File: src/rtl/conv_addr_fsm.sv
// Convolution column-buffer address sequencer: fills N_BANKS column banks, then streams reads.
// Define CONV_ADDR_FSM_BACKPRESSURE_EN to let i_convReady stall read issue.
module conv_addr_fsm #(
  parameter int NB_ADDRESS = 10,
  parameter int NB_IMAGE   = 10,
  parameter int N_BANKS    = 3
) (
  input  logic                       i_CLK,
  input  logic                       i_reset,
  input  logic                       i_SoP,
  input  logic [NB_IMAGE-1:0]        i_imgLength,
  input  logic                       i_valid,
  input  logic                       i_convReady,
  output logic [NB_ADDRESS-1:0]      o_writeAdd,
  output logic                       o_writeEn,
  output logic [NB_ADDRESS-1:0]      o_readAdd,
  output logic [$clog2(N_BANKS)-1:0] o_bankSel,
  output logic                       o_fsm2convVld,
  output logic                       o_changeBlock,
  output logic                       o_EoP,
  output logic                       o_busy
);

  localparam int BW = $clog2(N_BANKS);
  localparam int QW = $clog2(N_BANKS + 1);
  localparam logic [NB_IMAGE-1:0] ONE = 1;

  typedef enum logic [1:0] {IDLE, FILL, RUN, DONE} state_t;

  state_t              state_q, state_d;
  logic [NB_IMAGE-1:0] len_q, len_d;
  logic [NB_IMAGE-1:0] widx_q, widx_d;
  logic [NB_IMAGE-1:0] ridx_q, ridx_d;
  logic [NB_IMAGE-1:0] col_q, col_d;
  logic [QW-1:0]       quota_q, quota_d;
  logic [BW-1:0]       bank_q, bank_d;

  logic [NB_ADDRESS-1:0] wadd_d, radd_d;
  logic [BW-1:0]         bsel_d;
  logic wen_d, vld_d, chg_d, eop_d, busy_d;
  logic rdy;

  logic [NB_IMAGE-1:0] last_idx;
  logic [NB_IMAGE-1:0] n_cols;
  logic [NB_IMAGE-1:0] col_inc;
  logic [BW-1:0]       bank_nxt;

`ifdef CONV_ADDR_FSM_BACKPRESSURE_EN
  assign rdy = i_convReady;
`else
  logic unused_ready;
  assign unused_ready = i_convReady;
  assign rdy = 1'b1;
`endif

  // a picture of side L yields L-N_BANKS+1 output columns
  assign last_idx = len_q - ONE;
  assign n_cols   = len_q - NB_IMAGE'(N_BANKS - 1);
  assign col_inc  = col_q + ONE;
  assign bank_nxt = (bank_q == BW'(N_BANKS - 1)) ? '0 : bank_q + BW'(1);

  always_comb begin
    state_d = state_q;
    len_d   = len_q;
    widx_d  = widx_q;
    ridx_d  = ridx_q;
    col_d   = col_q;
    quota_d = quota_q;
    bank_d  = bank_q;
    wadd_d  = o_writeAdd;
    radd_d  = o_readAdd;
    bsel_d  = '0;
    wen_d   = 1'b0;
    vld_d   = 1'b0;
    chg_d   = 1'b0;
    eop_d   = 1'b0;
    unique case (state_q)
      IDLE: begin
        if (i_SoP) begin
          len_d   = i_imgLength;
          widx_d  = '0;
          ridx_d  = '0;
          col_d   = '0;
          bank_d  = '0;
          quota_d = QW'(N_BANKS);
          if (i_imgLength >= NB_IMAGE'(N_BANKS))
            state_d = FILL;
          else
            state_d = DONE;
        end
      end
      FILL: begin
        bsel_d = bank_q;
        if (i_valid) begin
          wen_d  = 1'b1;
          wadd_d = NB_ADDRESS'(widx_q);
          if (widx_q == last_idx) begin
            widx_d  = '0;
            chg_d   = 1'b1;
            bank_d  = bank_nxt;
            quota_d = quota_q - QW'(1);
            if (quota_q == QW'(1)) begin
              state_d = RUN;
              ridx_d  = '0;
            end
          end else begin
            widx_d = widx_q + ONE;
          end
        end
      end
      RUN: begin
        bsel_d = bank_q;
        radd_d = NB_ADDRESS'(ridx_q);
        if (rdy) begin
          vld_d = 1'b1;
          if (ridx_q == last_idx) begin
            ridx_d = '0;
            col_d  = col_inc;
            if (col_inc == n_cols) begin
              state_d = DONE;
            end else begin
              state_d = FILL;
              quota_d = QW'(1);
              widx_d  = '0;
            end
          end else begin
            ridx_d = ridx_q + ONE;
          end
        end
      end
      DONE: begin
        eop_d   = 1'b1;
        state_d = IDLE;
      end
      default: state_d = IDLE;
    endcase
    busy_d = (state_d != IDLE);
  end

  always_ff @(posedge i_CLK) begin
    if (i_reset) begin
      state_q       <= IDLE;
      len_q         <= '0;
      widx_q        <= '0;
      ridx_q        <= '0;
      col_q         <= '0;
      quota_q       <= '0;
      bank_q        <= '0;
      o_writeAdd    <= '0;
      o_writeEn     <= 1'b0;
      o_readAdd     <= '0;
      o_bankSel     <= '0;
      o_fsm2convVld <= 1'b0;
      o_changeBlock <= 1'b0;
      o_EoP         <= 1'b0;
      o_busy        <= 1'b0;
    end else begin
      state_q       <= state_d;
      len_q         <= len_d;
      widx_q        <= widx_d;
      ridx_q        <= ridx_d;
      col_q         <= col_d;
      quota_q       <= quota_d;
      bank_q        <= bank_d;
      o_writeAdd    <= wadd_d;
      o_writeEn     <= wen_d;
      o_readAdd     <= radd_d;
      o_bankSel     <= bsel_d;
      o_fsm2convVld <= vld_d;
      o_changeBlock <= chg_d;
      o_EoP         <= eop_d;
      o_busy        <= busy_d;
    end
  end

endmodule

File: config.mk
export PLATFORM = sky130hd
export DESIGN_NAME = conv_addr_fsm
export DESIGN_NICKNAME = d
export VERILOG_FILES = /design/src/rtl/conv_addr_fsm.sv
export SDC_FILE = /design/constraint.sdc
export NUM_CORES = 1
export LEC_CHECK = 0
export ABC_CLOCK_PERIOD_IN_PS = 3200
export CELL_PAD_IN_SITES_DETAIL_PLACEMENT = 1
export CELL_PAD_IN_SITES_GLOBAL_PLACEMENT = 2
export CORE_MARGIN = 2
export CORE_UTILIZATION = 31
export CTS_CLUSTER_SIZE = 10
export DETAILED_ROUTE_END_ITERATION = 12
export GPL_TIMING_DRIVEN = 0
export PLACE_DENSITY_LB_ADDON = 0.3
export SYNTH_ARGS = -nofsm -noshare
export SYNTH_HDL_FRONTEND = slang
export SYNTH_SLANG_ARGS = --single-unit
export TNS_END_PERCENT = 1
File: constraint.sdc
create_clock -name i_CLK -period 3.2 [get_ports i_CLK]
set_clock_uncertainty 0.15 [all_clocks]
set_input_delay 0.64 -clock i_CLK [delete_from_list [all_inputs] [get_ports i_CLK]]
set_output_delay 0.64 -clock i_CLK [all_outputs]
set_load 0.01 [all_outputs]
==> summary.txt, run 1 <==
Floorplan
  – Die Area: 14500 um^2
  – Core area: 13200 um^2
  – Die Width: 120 um
  – Ports: 42
  – # rows: 42
  – Die height: 120 um
  – Initial Util: 31.6%

Final layout
  – Share of layout cells above drive strength 1: 13.9%
  – Inserted Diodes: 0
  – FILL cells: 1582
  – Area delta synth->final: 29.5%
  – Final instance area: 5420 um^2
  – Post-route insts no fill: 765
  – Final #Nets: 611

Timing
  – RSZ-0062 raised after global routing: true
  – Setup slack after layout: -22.9 ps
  – Endpoints failing setup: 5
  – Slew headroom: 49.4%
  – Worst Tran Pin Value: 758 ps
  – Slew Viols, Final: 0
  – Tcrit/Tclk final: 101%
  – Crit path time final: 3220 ps
  – Fmax: 310 MHz
  – Final hold violations: 0

Worst setup path
  – Slowest cell delay on critical path: 430 ps
  – Reg-to-Reg End: quota_q[0]
  – R2R setup slack: -20 ps
  – Reg2Reg Depth: 12
  – Slowest CP cell: or4_4
  – Worst Path Arrival: 3320 ps
  – Top Family by Delay on Critical Path: simple AND/OR/NAND/NOR gates
  – Critical-path maximum fanout: 5
  – Worst reg2reg startpoint: len_q[0]
  – Startpoint class of the critical path: flop
  – Cell mode on critical path: or3b_4
  – CP required: 3290 ps
  – Crit Path Category: flop to flop
  – Crit end category: flop
  – Worst-path cell chain: clkbuf_8, inv_4, ha_4, or3b_4, and2_4, or4_4, a21boi_4, a21oi_4, or3b_4, buf_2, or3_1, o211a_1
  – Worst path buffer plus inverter count: 3

Logic synthesis
  – Register area share after synthesis: 34.9%
  – Number of synthesized flops with an enable pin: 0
  – Mean Syn Cell Area: 8.02 um^2
  – Ys async rst share: 0%
  – Most instantiated library cell after synthesis: nand2_1
  – Main synth FF type: dfxtp_1
  – Top cell type's share of synthesized area: 34.9%
  – Mapped Cells: 522
  – Cell taking the most area after synthesis: dfxtp_1
  – Synth Cell Area: 4190 um^2
  – Count of unique library cells instantiated by Yosys: 59
  – Register bit total from synthesis: 73
  – Net count after synthesis: 549
  – Main area contributors after synthesis: dfxtp_1, nand2_1, xnor2_1
  – Yosys warns: 0
  – Post-synth top cells: nand2_1, dfxtp_1, a21oi_1

CTS
  – CTS clk-pin slew, worst paths: 60 ps
  – Clk_lat worst skew: 350 ps
  – TritonCTS clock tree: yes
  – Clock buffer depth: 2
  – Post-CTS Hold Fix Bufs: 0
  – CTS H-tree depth: 3
  – CTS root buf: clkbuf_16
  – CTS Buf Count: 9
  – CTS Sinks: 73

Hold path
  – Hold path start: o_writeAdd[4]
  – Min-Delay Path Depth: 2
  – Hold path endpoint: o_writeAdd[4]
  – Hold Path Class: flop to flop

Placement
  – DP Wirelength: 10.4 mm
  – Placed cells: 738
  – Final GP Congestion: 0.814
  – Port bufs: 40
  – DP Area: 4850 um^2

Global route
  – Overflow after GRT: 0
  – Initial antenna violation count: 0
  – Global-route wire length before repair: 23.3 mm
  – Gr usage total: 20.9%
  – Vias in the first global route: 4309
  – Largest net degree at the start of global routing: 13

Route
  – DRT iter0 DRCs: 159
  – Drt total wl: 14.6 mm
  – DRT antenna net count: 0
  – Drt drc: 0
  – DR vias: 4137
  – Post-DR vias/cell: 5.41
  – Wire per inst: 19.0 um
  – Pre-antenna DRT Iters: 4

Power and ir drop
  – Pleak: 1.89 nW
  – Switching part of the total: 40.6%
  – PnR Total Power: 4.01 mW
  – Clock Power Share: 24.3%
  – Power Density: 739 nW/um^2
  – Int Power: 2.38 mW
  – Sequential share of power: 26.1%
  – Comb pwr share: 49.5%
  – Net switching power: 1.63 mW
  – Maximum vdd drop: 426 uV

Run status
  – Failing checks: negative setup slack
  – Status: finished with violations

Run
  – Max Cap Viol: 0
==> logic make-up (layout without fill, tap and decap cells) <==
group | after synthesis | in the layout | synth area share, %
xor gates and xnor gates | 45 | 45 | 10.4
DFF | 73 | 73 | 34.9
AOI/OAI and AO/OA | 113 | 113 | 17.7
adders and majority gates | 12 | 12 | 3.59
buffers and inverters | 54 | 121 | 5.29
muxes | 15 | 15 | 3.67
and+or+nand+nor | 210 | 210 | 24.5
==> worst reg2reg max path: stages (launching register included) <==
cell and delay, ps:
dfxtp_1 300, clkbuf_8 140, inv_4 50, ha_4 130, or3b_4 380, and2_4 170
or4_4 430, a21boi_4 230, a21oi_4 90, or3b_4 400, buf_2 170, or3_1 350
o211a_1 120
==> how the worst max path moves through the flow <==
stage	from	endpoint	cells past startpoint
floorplan	len_q[0]	widx_q[6]	12
global placement	len_q[5]	o_busy	11
detailed placement	len_q[1]	widx_q[1]	11
CTS	len_q[0]	widx_q[6]	12
global route	len_q[0]	quota_q[0]	12
finish	len_q[0]	quota_q[0]	12
==> per-layer routing <==
metal	GRT usage (%)	up-vias	wire length [um]
met5	0	-	0
met4	8.36	0	303
met3	2.92	23	496
met2	34.8	71	7120
met1	27.3	2067	6630
li1	-	1976	-
==> flip-flops by register name, summed over array words and instances (netlist names), 2 cells and up <==
name and cells:
o_readAdd 10, state_q 2, ridx_q 10, widx_q 10
len_q 10, o_writeAdd 10, col_q 10, bank_q 2
o_bankSel 2, quota_q 2
==> through the flow <==
step | hold slack [ps] | setup WS [ps] | TNS, ps | utilization (%)
after floorplan | 315 | -50.9 | -309 | -
after detailed placement | 303 | -573 | -13250 | 36.6
after CTS | 310 | -23.6 | -23.6 | 40.2
after global routing | 319 | -92.7 | -595 | 41.0
after global placement | 299 | -568 | -11740 | 36.6
final | 307 | -22.9 | -71.0 | 41.0
==> cells in the final DEF, fill, tap and decap left out, types with 15 or more instances in the layout <==
master            n
xnor2_1          31
nor2_1           38
inv_1            20
nand3_1          22
a21oi_1          43
nand2_1          73
clkbuf_1         15
dfxtp_1          71
clkdlybuf4s50_1  40
==> timing repair <==
item | 4_1_cts | 5_1_grt
setup buffers | 10 | 2
cloned | 1 | 0
endpoints found under the setup margin | 37 | 30
resized for setup | 32 | 24
pin swaps | 9 | 10
==> area by class of cell <==
class,count,area (um^2),share of cell area [%]
multi-input combinational,395,2700,49.9
sequential,73,1470,27.0
timing repair buffer,53,495,9.13
clock buffer,11,253,4.66
tap,176,220,4.06
buffer,28,160,2.95
inverter,24,95.1,1.75
clock inverter,5,30.0,0.554
==> power by group through the flow <==
stage / registers (mW) / clock network (mW) / logic [mW]
2_1_floorplan: 1.05 / 0 / 1.21
3_3_place_gp: 1.06 / 0 / 1.62
3_5_place_dp: 1.06 / 0 / 1.66
4_1_cts: 1.05 / 1.00 / 1.88
5_1_grt: 1.06 / 1.04 / 2.16
6_report: 1.05 / 0.974 / 1.98
Power figures use the tool's default switching activity.
==> inputs of run 2 (changes only) <==
Settings changed: RECOVER_POWER from default to 25.
==> run 2 against run 1 <==
Net effect:
- the run still ends with negative setup slack left
- maximum frequency decreased by 0.16%
- setup slack got worse by 5.1 ps
- hold slack got worse by 2.9 ps
- clock-buffer cell count unchanged
==> summary.txt, run 2 (synthesis results as in run 1) <==
CTS
  – Clock buffer depth: 2 (unchanged)
  – Post-CTS Hold Fix Bufs: 0 (unchanged)
  – CTS Buf Count: 9 (unchanged)
  – CTS Sinks: 73 (unchanged)
  – CTS root buf: clkbuf_16 (unchanged)
  – CTS H-tree depth: 3 (unchanged)
  – TritonCTS clock tree: yes (unchanged)
  – Clk_lat worst skew: 350 ps (about the same)
  – CTS clk-pin slew, worst paths: 60 ps (about the same)

Worst setup path
  – Top Family by Delay on Critical Path: simple AND/OR/NAND/NOR gates (unchanged)
  – Crit Path Category: flop to flop (unchanged)
  – Slowest cell delay on critical path: 430 ps (about the same)
  – Worst Path Arrival: 3320 ps (about the same)
  – Worst path buffer plus inverter count: 3 (unchanged)
  – Worst-path cell chain: clkbuf_8, inv_4, ha_4, or3b_4, and2_4, or4_4, a21boi_4, a21oi_4, or3b_4, buf_2, or3_1, o211a_1 (unchanged)
  – Cell mode on critical path: or3b_4 (unchanged)
  – Crit end category: flop (unchanged)
  – Startpoint class of the critical path: flop (unchanged)
  – Critical-path maximum fanout: 5 (unchanged)
  – Slowest CP cell: or4_4 (unchanged)
  – CP required: 3290 ps (about the same)

Run status
  – Status: finished with violations (unchanged)
  – Failing checks: negative setup slack (unchanged)

Final layout
  – Share of layout cells above drive strength 1: 13.9% (unchanged)
  – Final #Nets: 611 (unchanged)
  – FILL cells: 1582 (unchanged)
  – Area delta synth->final: 29.5% (unchanged)
  – Sequential cell area: 1470 um^2 (unchanged)
  – Fin util: 41.0% (unchanged)
  – Inserted Diodes: 0 (unchanged)
  – Final instance area: 5420 um^2 (unchanged)
  – Area of the multi-input gates: 2700 um^2 (unchanged)
  – Most frequent cells in the layout: nand2_1, dfxtp_1, a21oi_1 (unchanged)
  – Most common cell after layout, fill and taps aside: nand2_1 (unchanged)

Global route
  – Global-route wire length before repair: 23.3 mm (unchanged)
  – Overflow after GRT: 0 (unchanged)
  – Largest net degree at the start of global routing: 13 (unchanged)
  – Initial antenna violation count: 0 (unchanged)
  – Vias in the first global route: 4309 (unchanged)
  – Gr usage total: 20.9% (unchanged)

Route
  – DR vias: 4113 (was 4137)
  – Pre-antenna DRT Iters: 4 (unchanged)
  – DRT antenna net count: 0 (unchanged)
  – DRT iter0 DRCs: 124 (was 159)
  – Wire per inst: 19.0 um (about the same)
  – Drt total wl: 14.5 mm (was 14.6 mm)
  – Drt drc: 0 (unchanged)
  – Post-DR vias/cell: 5.38 (was 5.41)

Floorplan
  – Die Area: 14500 um^2 (unchanged)
  – # rows: 42 (unchanged)
  – Core area: 13200 um^2 (unchanged)
  – Initial Util: 31.6% (unchanged)
  – Ports: 42 (unchanged)
  – Die height: 120 um (unchanged)
  – Die Width: 120 um (unchanged)

Timing
  – Fmax: 310 MHz (about the same)
  – Tcrit/Tclk final: 101% (about the same)
  – RSZ-0062 raised after global routing: true (unchanged)
  – Crit path time final: 3230 ps (was 3220 ps)
  – Slew Viols, Final: 0 (unchanged)
  – Endpoints failing setup: 5 (unchanged)
  – Slew headroom: 50.6% (was 49.4%)
  – Setup slack after layout: -28.0 ps (was -22.9 ps)
  – Final hold violations: 0 (unchanged)
  – Worst Tran Pin Value: 742 ps (was 758 ps)

Run
  – Max Cap Viol: 0 (unchanged)

Placement
  – DP Wirelength: 10.4 mm (unchanged)
  – Final GP Congestion: 0.814 (unchanged)
  – DP Area: 4850 um^2 (unchanged)
  – Port bufs: 40 (unchanged)

Power and ir drop
  – Maximum vdd drop: 426 uV (about the same)
  – Pleak: 1.96 nW (was 1.89 nW)
  – Comb pwr share: 49.5% (about the same)
  – Sequential share of power: 26.2% (was 26.1%)
  – Power Density: 737 nW/um^2 (was 739 nW/um^2)
  – Int Power: 2.37 mW (was 2.38 mW)
  – Net switching power: 1.63 mW (about the same)
  – Clock Power Share: 24.3% (about the same)
  – PnR Total Power: 4.00 mW (was 4.01 mW)
  – Switching part of the total: 40.6% (about the same)

Hold path
  – Hold Path Class: flop to flop (unchanged)
-- run 2: changes by cell type in the layout (fill, tap and decap cells not counted) --
| cell | previous run | this run |
|---|---|---|
| dlygate4sd3_1 | 0 | 21 |
| clkdlybuf4s50_1 | 40 | 19 |
-- run 2: metal layers --
layer,part of all wire [%],vias up,GRT usage (%)
met5,0,-,0
met4,2.0,0,8.36
met2,49,69,34.8
met1,45,2045,27.3
li1,-,1978,-
met3,4.0,21,2.92
-- run 2: worst paths after layout --
kind	cells after the start	slack (ps)	startpoint	endpoint
max	12	-30	len_q[0]	quota_q[0]
min reg2reg	2	300	o_writeAdd[4]	o_writeAdd[4]
max reg2reg	12	-30	len_q[0]	quota_q[0]
min	2	300	o_writeAdd[4]	o_writeAdd[4]
-- run 2: per-stage QoR --
step,hold WS [ps],TNS [ps],setup WS (ps),instances
floorplan,315,-309,-50.9,522
global placement,299,-11740,-568,738
detailed placement,303,-13250,-573,738
CTS,310,-23.6,-23.6,763
global route,316,-595,-92.7,765
finish,304,-104,-28.0,765
-- run 2: power groups by stage --
| stage | clock network (mW) | registers [mW] | logic [mW] |
|---|---|---|---|
| after CTS | 1.00 | 1.05 | 1.88 |
| after global routing | 1.04 | 1.05 | 2.16 |
| after global placement | 0 | 1.06 | 1.62 |
| after detailed placement | 0 | 1.06 | 1.66 |
| final | 0.973 | 1.05 | 1.98 |
| after floorplan | 0 | 1.05 | 1.21 |
-- run 2: cell type report --
| cell class | count | area share (%) |
|---|---|---|
| timing repair buffer | 53 | 9.13 |
| buffer | 28 | 2.95 |
| clock inverter | 5 | 0.554 |
| tap | 176 | 4.06 |
| clock buffer | 11 | 4.66 |
| multi-input combinational | 395 | 49.9 |
| inverter | 24 | 1.75 |
| sequential | 73 | 27.0 |
-- run 2: worst reg2reg max path, stage by stage, from the launching register on --
cell and delay (ps):
dfxtp_1 300, clkbuf_8 140, inv_4 50, ha_4 130
or3b_4 380, and2_4 170, or4_4 430, a21boi_4 230
a21oi_4 90, or3b_4 400, buf_2 170, or3_1 350
o211a_1 120
-- run 2: repair_timing --
action,CTS,global route
gates cloned,1,0
pin swaps,9,10
endpoints found under the setup margin,37,30
resized for setup,32,24
hold endpoints to repair,0,0
setup buffers,10,2
==> inputs of run 3 (changes only) <==
Settings changed: CORE_ASPECT_RATIO from default to 1.75, PLACE_DENSITY from default to 0.89, PLACE_DENSITY_LB_ADDON 0.3 to default.
==> run 3 against run 2 <==
Net effect:
- the run still ends with negative setup slack left
- maximum frequency decreased by 1.8%
- die area rose by 0.26%
- critical path depth unchanged
- register-to-register slack got worse by 60 ps
- routed wire length decreased by 2.3%
- utilization is 0.47 points lower
- critical path type unchanged
- critical endpoint is now widx_q[6]
==> summary.txt, run 3 (synthesis results as in run 1) <==
CTS
  – CTS H-tree depth: 3 (unchanged)
  – Clock buffer depth: 2 (unchanged)
  – Clk_lat worst skew: 350 ps (about the same)
  – CTS root buf: clkbuf_16 (unchanged)
  – CTS Buf Count: 9 (unchanged)
  – CTS Sinks: 73 (unchanged)
  – CTS clk-pin slew, worst paths: 60 ps (about the same)
  – TritonCTS clock tree: yes (unchanged)
  – Post-CTS Hold Fix Bufs: 0 (unchanged)

Timing
  – WHS: 313 ps (was 304 ps)
  – Fmax: 304 MHz (was 310 MHz)
  – Endpoints failing setup: 8 (was 5)
  – Final hold violations: 0 (unchanged)
  – RSZ-0062 raised after global routing: true (unchanged)
  – Setup slack after layout: -87.8 ps (was -28.0 ps)
  – Crit path time final: 3290 ps (was 3230 ps)
  – Worst Tran Pin Value: 739 ps (was 742 ps)
  – Final setup TNS: -244 ps (was -104 ps)
  – Tcrit/Tclk final: 103% (was 101%)
  – Slew Viols, Final: 0 (unchanged)
  – Slew headroom: 50.7% (was 50.6%)

Final layout
  – Final #Nets: 612 (was 611)
  – Area delta synth->final: 28.7% (was 29.5%)
  – Inserted Diodes: 0 (unchanged)
  – Most frequent cells in the layout: nand2_1, dfxtp_1, a21oi_1 (unchanged)
  – Fin util: 40.5% (was 41.0%)
  – Share of layout cells above drive strength 1: 12.4% (was 13.9%)
  – FILL cells: 1636 (was 1582)
  – Most common cell after layout, fill and taps aside: nand2_1 (unchanged)

Power and ir drop
  – Maximum vdd drop: 298 uV (was 426 uV)
  – Pleak: 1.93 nW (was 1.96 nW)
  – Power Density: 734 nW/um^2 (was 737 nW/um^2)

Floorplan
  – Core area: 13300 um^2 (was 13200 um^2)
  – Ports: 42 (unchanged)
  – # rows: 56 (was 42)
  – Die Area: 14500 um^2 (about the same)
  – Die Width: 91.9 um (was 120 um)
  – Initial Util: 31.5% (was 31.6%)
  – Die height: 158 um (was 120 um)

Run status
  – Status: finished with violations (unchanged)
  – Failing checks: negative setup slack (unchanged)

Global route
  – Overflow after GRT: 0 (unchanged)
  – Initial antenna violation count: 0 (unchanged)
  – Largest net degree at the start of global routing: 14 (was 13)
  – Global-route wire length before repair: 23.0 mm (was 23.3 mm)
  – Vias in the first global route: 4437 (was 4309)
  – Gr usage total: 20.5% (was 20.9%)

Route
  – Drt total wl: 14.2 mm (was 14.5 mm)
  – DRT antenna net count: 0 (unchanged)
  – DRT iter0 DRCs: 141 (was 124)
  – Post-DR vias/cell: 5.43 (was 5.38)
  – Wire per inst: 18.6 um (was 19.0 um)
  – Pre-antenna DRT Iters: 4 (unchanged)
  – Drt drc: 0 (unchanged)
  – DR vias: 4151 (was 4113)

Worst setup path
  – Startpoint class of the critical path: flop (unchanged)
  – Crit Path Category: flop to flop (unchanged)
  – Crit end category: flop (unchanged)
  – Worst Path Arrival: 3410 ps (was 3320 ps)
  – Reg2Reg Depth: 12 (unchanged)
  – CP required: 3320 ps (was 3290 ps)
  – Critical-path maximum fanout: 5 (unchanged)

Run
  – Max Cap Viol: 0 (unchanged)

Placement
  – DP Wirelength: 10.5 mm (was 10.4 mm)
  – Placement Setup Slack: -761 ps (was -573 ps)
  – Port bufs: 40 (unchanged)
  – Final GP Congestion: 0.870 (was 0.814)

Hold path
  – Hold Path Class: flop to flop (unchanged)
  – Min-Delay Path Depth: 2 (unchanged)
[run 3: changes by cell type in the layout (fill, tap and decap cells not counted), sizes merged]
| cell | previous run | this run |
|---|---|---|
| buf | 22 | 24 |
| clkbuf | 30 | 27 |
| clkdlybuf4s50 | 19 | 22 |
| clkinv | 4 | 6 |
| dlygate4sd3 | 21 | 18 |
[run 3: path summary, 6_finish.rpt]
check	startpoint	endpoint	slack [ps]
setup / recovery	len_q[0]	widx_q[6]	-90
setup reg to reg	len_q[0]	widx_q[6]	-90
hold / removal	o_writeAdd[7]	o_writeAdd[7]	310
hold reg to reg	o_writeAdd[7]	o_writeAdd[7]	310
[run 3: power by group]
group	total (mW)	switching [mW]	internal, mW
registers	1.04	0.0632	0.981
logic	1.97	1.14	0.829
clock network	0.942	0.419	0.523
total	3.96	1.63	2.33
[run 3: final cells by class]
class	count	area, um^2	area share [%]
multi-input cells	395	2680	49.8
well taps	174	218	4.04
clock buffers	9	225	4.18
plain buffers	28	150	2.79
inverters	24	95.1	1.76
flip-flops and latches	73	1460	27.2
clock inverters	7	47.5	0.882
repair buffers	54	507	9.40
[run 3: repair_timing]
item                                   in CTS  in global routing
gates cloned                                1                  0
setup buffers                              10                  3
setup endpoints to repair                  35                 31
resized for setup                          34                 10
pin swaps                                   7                  6
endpoints found under the hold margin       0                  0
[run 3: through the flow]
stage          power, mW  cells  area [um^2]
6_report            3.96    764         5390
5_1_grt             4.17    764         5390
4_1_cts             3.89    761         5320
3_5_place_dp        2.72    736         4840
3_3_place_gp        2.67    736         4840
2_1_floorplan       2.26    522         4230
[run 3: routing by layer]
| layer | GRT usage, % | vias to the layer above | wire [um] |
|---|---|---|---|
| li1 | - | 1979 | - |
| met1 | 20.8 | 2029 | 5290 |
| met2 | 38.8 | 97 | 7700 |
| met3 | 3.09 | 46 | 442 |
| met4 | 12.3 | 0 | 778 |
| met5 | 0 | - | 0 |
[run 3: worst max-delay path: stages (launching register included)]
cell and delay (ps):
dfxtp_1 300, clkbuf_8 130, inv_4 50, ha_4 120, or3b_4 380, and2_4 170
or4_4 430, a21boi_4 240, a21oi_4 90, or3b_4 400, buf_6 150, or4_1 470
a31oi_1 130
